--- src/rtl/alu_sequencer.sv ---
// Sequences the shared 6502 ALU for one operation per command; valid/ready on both sides.
// Optional BCD correction pass for ADC when ALU_SEQ_DECIMAL_EN is defined (adds cmd_d).
module alu_sequencer #(
    parameter int DATA_W = 8
) (
    input  logic              clk,
    input  logic              reset,
    input  logic              cmd_valid,
    output logic              cmd_ready,
    input  logic [3:0]        cmd_op,
    input  logic [DATA_W-1:0] cmd_a,
    input  logic [DATA_W-1:0] cmd_b,
    input  logic              cmd_c,
`ifdef ALU_SEQ_DECIMAL_EN
    input  logic              cmd_d,
`endif
    output logic [2:0]        alu_control,
    output logic [DATA_W-1:0] alu_AI,
    output logic [DATA_W-1:0] alu_BI,
    output logic              alu_carry_in,
    input  logic [DATA_W-1:0] alu_Y,
    input  logic              alu_carry_out,
    input  logic              alu_overflow,
    output logic              res_valid,
    input  logic              res_ready,
    output logic [DATA_W-1:0] res_data,
    output logic [3:0]        res_flags,
    output logic [3:0]        res_flag_we,
    output logic              res_wb,
    output logic              res_err
);

    // ALU control encoding shared with the 6502 ALU
    localparam logic [2:0] OR  = 3'd0;
    localparam logic [2:0] AND = 3'd1;
    localparam logic [2:0] XOR = 3'd2;
    localparam logic [2:0] ADD = 3'd3;
    localparam logic [2:0] SR  = 3'd4;

    localparam logic [3:0] OP_ADC = 4'h0;
    localparam logic [3:0] OP_SBC = 4'h1;
    localparam logic [3:0] OP_CMP = 4'h2;
    localparam logic [3:0] OP_AND = 4'h3;
    localparam logic [3:0] OP_ORA = 4'h4;
    localparam logic [3:0] OP_EOR = 4'h5;
    localparam logic [3:0] OP_ASL = 4'h6;
    localparam logic [3:0] OP_LSR = 4'h7;
    localparam logic [3:0] OP_ROL = 4'h8;
    localparam logic [3:0] OP_ROR = 4'h9;
    localparam logic [3:0] OP_INC = 4'hA;
    localparam logic [3:0] OP_DEC = 4'hB;

    typedef enum logic [1:0] {
        S_IDLE = 2'd0,
        S_EXEC = 2'd1,
        S_DONE = 2'd2
`ifdef ALU_SEQ_DECIMAL_EN
        ,S_FIX = 2'd3
`endif
    } state_t;

    state_t r_state;
    state_t w_next;

    logic              w_accept;
    logic [2:0]        w_ctl;
    logic [DATA_W-1:0] w_ai;
    logic [DATA_W-1:0] w_bi;
    logic              w_ci;
    logic [3:0]        w_we;
    logic              w_wb;
    logic              w_illegal;
    logic [3:0]        w_flags;

    logic [3:0]        r_we;
    logic              r_wb;
    logic              r_err;

`ifdef ALU_SEQ_DECIMAL_EN
    logic              r_dec;
    logic              r_bin_c;
    logic              r_bin_v;
    logic              r_corr_hi;
    logic              w_dec;
    logic              w_half;
    logic              w_corr_lo;
    logic              w_corr_hi;
    logic [DATA_W-1:0] w_corr;
`endif

    always_ff @(posedge clk or posedge reset) begin
        if (reset) r_state <= S_IDLE;
        else       r_state <= w_next;
    end

    always_comb begin
        w_next = r_state;
        case (r_state)
            S_IDLE: if (w_accept) w_next = S_EXEC;
            S_EXEC: begin
`ifdef ALU_SEQ_DECIMAL_EN
                if (r_dec && !r_err) w_next = S_FIX;
                else                 w_next = S_DONE;
`else
                w_next = S_DONE;
`endif
            end
`ifdef ALU_SEQ_DECIMAL_EN
            S_FIX:  w_next = S_DONE;
`endif
            S_DONE: if (res_ready) w_next = S_IDLE;
            default: w_next = S_IDLE;
        endcase
    end

    always_comb begin
        cmd_ready = (r_state == S_IDLE) && !reset;
        w_accept  = cmd_valid && cmd_ready;
        w_ctl     = ADD;
        w_ai      = cmd_a;
        w_bi      = cmd_b;
        w_ci      = 1'b0;
        w_we      = 4'b0000;
        w_wb      = 1'b1;
        w_illegal = 1'b0;
        case (cmd_op)
            OP_ADC: begin w_ci = cmd_c; w_we = 4'b1111; end
            OP_SBC: begin w_bi = ~cmd_b; w_ci = cmd_c; w_we = 4'b1111; end
            OP_CMP: begin w_bi = ~cmd_b; w_ci = 1'b1; w_we = 4'b1110; w_wb = 1'b0; end
            OP_AND: begin w_ctl = AND; w_we = 4'b1100; end
            OP_ORA: begin w_ctl = OR;  w_we = 4'b1100; end
            OP_EOR: begin w_ctl = XOR; w_we = 4'b1100; end
            OP_ASL: begin w_bi = cmd_a; w_we = 4'b1110; end
            OP_LSR: begin w_ctl = SR; w_bi = '0; w_we = 4'b1110; end
            OP_ROL: begin w_bi = cmd_a; w_ci = cmd_c; w_we = 4'b1110; end
            OP_ROR: begin w_ctl = SR; w_bi = '0; w_ci = cmd_c; w_we = 4'b1110; end
            OP_INC: begin w_bi = '0; w_ci = 1'b1; w_we = 4'b1100; end
            OP_DEC: begin w_bi = '1; w_we = 4'b1100; end
            default: begin w_illegal = 1'b1; w_wb = 1'b0; end
        endcase
        w_flags = {alu_Y[DATA_W-1], (alu_Y == '0), alu_carry_out, alu_overflow};
`ifdef ALU_SEQ_DECIMAL_EN
        w_dec     = (cmd_op == OP_ADC) && cmd_d;
        w_half    = alu_AI[4] ^ alu_BI[4] ^ alu_Y[4];
        w_corr_lo = w_half || (alu_Y[3:0] > 4'd9);
        w_corr_hi = alu_carry_out || (alu_Y > 8'h99);
        w_corr    = (w_corr_lo ? 8'h06 : 8'h00) + (w_corr_hi ? 8'h60 : 8'h00);
`endif
    end

    always_ff @(posedge clk or posedge reset) begin
        if (reset) begin
            alu_control  <= ADD;
            alu_AI       <= '0;
            alu_BI       <= '0;
            alu_carry_in <= 1'b0;
            res_valid    <= 1'b0;
            res_data     <= '0;
            res_flags    <= 4'b0000;
            res_flag_we  <= 4'b0000;
            res_wb       <= 1'b0;
            res_err      <= 1'b0;
            r_we         <= 4'b0000;
            r_wb         <= 1'b0;
            r_err        <= 1'b0;
`ifdef ALU_SEQ_DECIMAL_EN
            r_dec        <= 1'b0;
            r_bin_c      <= 1'b0;
            r_bin_v      <= 1'b0;
            r_corr_hi    <= 1'b0;
`endif
        end else begin
            case (r_state)
                S_IDLE: begin
                    if (w_accept) begin
                        r_we  <= w_we;
                        r_wb  <= w_wb;
                        r_err <= w_illegal;
`ifdef ALU_SEQ_DECIMAL_EN
                        r_dec <= w_dec;
`endif
                        // Illegal ops never touch the ALU registers
                        if (!w_illegal) begin
                            alu_control  <= w_ctl;
                            alu_AI       <= w_ai;
                            alu_BI       <= w_bi;
                            alu_carry_in <= w_ci;
                        end
                    end
                end
                S_EXEC: begin
                    if (r_err) begin
                        res_data    <= '0;
                        res_flags   <= 4'b0000;
                        res_flag_we <= 4'b0000;
                        res_wb      <= 1'b0;
                        res_err     <= 1'b1;
                        res_valid   <= 1'b1;
`ifdef ALU_SEQ_DECIMAL_EN
                    end else if (r_dec) begin
                        r_bin_c      <= alu_carry_out;
                        r_bin_v      <= alu_overflow;
                        r_corr_hi    <= w_corr_hi;
                        alu_control  <= ADD;
                        alu_AI       <= alu_Y;
                        alu_BI       <= w_corr;
                        alu_carry_in <= 1'b0;
`endif
                    end else begin
                        res_data    <= alu_Y;
                        res_flags   <= w_flags & r_we;
                        res_flag_we <= r_we;
                        res_wb      <= r_wb;
                        res_err     <= 1'b0;
                        res_valid   <= 1'b1;
                    end
                end
`ifdef ALU_SEQ_DECIMAL_EN
                S_FIX: begin
                    // Carry is the binary carry or the high-digit correction; V stays binary
                    res_data    <= alu_Y;
                    res_flags   <= {alu_Y[DATA_W-1], (alu_Y == '0),
                                    r_bin_c | r_corr_hi, r_bin_v} & r_we;
                    res_flag_we <= r_we;
                    res_wb      <= r_wb;
                    res_err     <= 1'b0;
                    res_valid   <= 1'b1;
                end
`endif
                S_DONE: begin
                    if (res_ready) res_valid <= 1'b0;
                end
                default: ;
            endcase
        end
    end

endmodule

--- config.mk ---
export PLATFORM = sky130hd
export DESIGN_NAME = alu_sequencer
export DESIGN_NICKNAME = d
export VERILOG_FILES = /design/src/rtl/alu_sequencer.sv
export SDC_FILE = /design/constraint.sdc
export NUM_CORES = 1
export LEC_CHECK = 0
export CAP_MARGIN = 0
export CORE_UTILIZATION = 30
export CTS_BUF_LIST = sky130_fd_sc_hd__clkbuf_16
export DETAILED_ROUTE_END_ITERATION = 10
export RECOVER_POWER = 50
export REMOVE_ABC_BUFFERS = 1
export SKIP_LAST_GASP = 1
export SYNTH_ARGS = -nofsm -noshare
export SYNTH_HDL_FRONTEND = slang
export SYNTH_SLANG_ARGS = --single-unit
--- constraint.sdc ---
create_clock -name clk -period 1.55 [get_ports clk]
set_input_delay 0.3875 -clock clk [delete_from_list [all_inputs] [get_ports clk]]
set_output_delay 0.3875 -clock clk [all_outputs]
set_load 0.02 [all_outputs]
==> reports/metrics.cfg <==
[run_status]
status = finished, violations left
violations = negative setup slack

[final_layout]
antenna_cells = 0
final_cells = 484
utilization = 0.484
nets = 418
fin_area_um2 = 3760
area_growth_pct = 54.9
drive_gt1_frac = 0.236

[critical_path]
cp-start-kind = register
r2r-end = alu_BI[5]$_DFFE_PP0P_
worst-setup-path-type = register to register
cp-end-kind = register
r2r-start = r_state[0]$_DFFE_PP0P_
worstSetupStartpoint = r_state[0]$_DFFE_PP0P_
critPathRequiredTime_ns = 1.75
regToRegSetupSlack_ns = -0.07
rr_worst_depth = 5
arrival_ns = 1.83
crit_fanout = 7
crit_end = alu_BI[5]$_DFFE_PP0P_

[sta]
timing.final.ws_setup_ns = -0.0742
slew_headroom = 0.251
post-route-period-util = 1.05
worst_pin_slew_ns = 1.12
finClkSkew_ns = 0.00321
whs_ns = 0.464
report.final.slew_viol_count = 0
max_freq_mhz = 616
hold_violations = 0
fin_crit_ns = 1.62
finalSetupViolations = 20
rsz0062_at_grt = yes
setup_tns_ns = -0.713

[synthesis]
synth_ff_type = dfrtp_1
synth_top_cell_area_share = 0.443
synth_edf_count = 0
synthCells = 272
yosysWarningCount = 0
synth_area_um2 = 2430
async_reset_ff_frac = 1.00
synth.most_common_cell = nand2_1
yosys_register_bits = 45
yosysTopAreaCell = dfrtp_1
synth_common_cells = nand2_1, dfrtp_1, nand2b_1, nor2_1, o21ai_0
seq_area_frac_synth = 0.465
synth_area_leaders = dfrtp_1, nand2_1, nand2b_1
syn_avg_cell_area_um2 = 8.92
yosysUniqueCellTypes = 37

[run]
cap_violations = 0

[die]
fp.dieW_um = 92.0
die_h_um = 92.0
rows = 32
ios = 75
fp.coreArea_um2 = 7770
start_util = 0.312
dieArea_um2 = 8450

[detailed_routing]
avgViaCountPerCell = 4.77
wl_per_cell_um = 13.9
vias = 2307
first_pass_iters = 4
drc = 0
ant_nets = 0
drt_iter0_markers = 83
wirelength_mm = 6.73

[place]
io_buffers = 74
post-place-ws_ns = -0.548
placed_cell_area_um2 = 3580
globalplace.congestion = 0.824
place_inst = 474
hpwl_mm = 4.80

[global_route]
grt_first_pass_wirelength_mm = 11.4
grt_usage = 0.170
grt_max_degree = 46
overflow = 0
grt_pass1_vias = 2330
antenna_found_initial = 0

[clock_tree]
clock-sinks = 45
cts_buffers = 5
cts_tree = built
hold_buffers = 0
h-tree-depth = 2
ctsRootBufferMaster = clkbuf_16
insertion_delay_ns = 0.28
clock_path_buffers = 2
cts.clk_slew.worst_paths_ns = 0.06

[pwr]
p_total_mw = 4.31
ir_worst_vdd_v = 0.000498
p_leak_nw = 1.76
power_density_nw_per_um2 = 1140

[min_path]
holdCritPathClass = register to register
min_from = res_flags[2]$_DFFE_PP0P_
min_path_cells = 2

-- placed cells by master, fill, tap and decap left out, types with 2 or more instances in the layout --
master	n
clkbuf_2	4
clkdlybuf4s50_1	28
a21oi_1	8
o21ai_0	16
a31oi_1	11
buf_12	2
nand2_1	52
a21oi_2	2
dlygate4sd2_1	42
clkbuf_16	5
a22o_1	3
a31oi_2	2
dfstp_2	2
mux2_2	8
clkbuf_4	2
dfrtp_1	43
buf_4	41
a2bb2oi_1	6
nand2b_1	28
nor2b_1	9
nor2_4	2
inv_1	2
nor2_2	3
nor3b_1	4
buf_6	4
or4_1	2
a21o_1	10
nor2_1	17
-- worst min-delay path by stage --
stage	endpoint	slack [ns]
after floorplan	r_we[0]$_DFFE_PP0P_	0.44
after global placement	r_wb$_DFFE_PP0P_	0.45
after detailed placement	r_wb$_DFFE_PP0P_	0.46
after CTS	res_valid$_DFFE_PP0P_	0.32
after global routing	res_flags[2]$_DFFE_PP0P_	0.50
final	res_flags[2]$_DFFE_PP0P_	0.46
-- report_power, final --
part | switching (mW) | total (mW) | internal (mW)
logic | 0.874 | 1.61 | 0.734
clock network | 0.415 | 0.991 | 0.576
registers | 0.210 | 1.71 | 1.50
total | 1.50 | 4.31 | 2.81
-- registers in the layout, indices dropped and copies added, names as in the netlist, 2 cells and up --
register,flops
r_state,2
alu_BI,8
alu_control,3
alu_AI,8
res_flag_we,3
r_we,3
res_data,8
res_flags,4
-- metal layers --
layer | global-route usage | routed length, um | vias up
met4 | 0.0456 | 88 | 0
met1 | 0.226 | 3120 | 1083
li1 | - | - | 1150
met2 | 0.282 | 3200 | 67
met5 | 0 | 0 | -
met3 | 0.0340 | 323 | 7
-- worst max-delay path, cell delays in order, from the launching register on --
cell and delay [ns]:
dfrtp_1 0.38, or4b_4 0.57, a21oi_4 0.23, buf_12 0.16
nor2_1 0.06, a31oi_4 0.14
-- repair_timing --
| action | in CTS | in global routing |
|---|---|---|
| gates resized for setup | 69 | 10 |
| endpoints found under the setup margin | 65 | 25 |
| cloned | 2 | 0 |
| pin swaps | 3 | 2 |
| buffers inserted | 3 | 1 |
-- logic make-up after synthesis --
logic type	share of synthesized area
simple gates	0.255
compound gates	0.196
flops	0.465
buf+inv	0.0469
mux	0.0371
-- area by class of cell --
type | count | area [um2]
fillers | 774 | 4010
multi-input cells | 203 | 1270
flip-flops and latches | 45 | 1130
repair buffers | 124 | 1090
well taps | 102 | 128
clock buffers | 5 | 125
inverters | 4 | 20.0
clock inverters | 1 | 5.00
(Power assumes the default switching activity.)
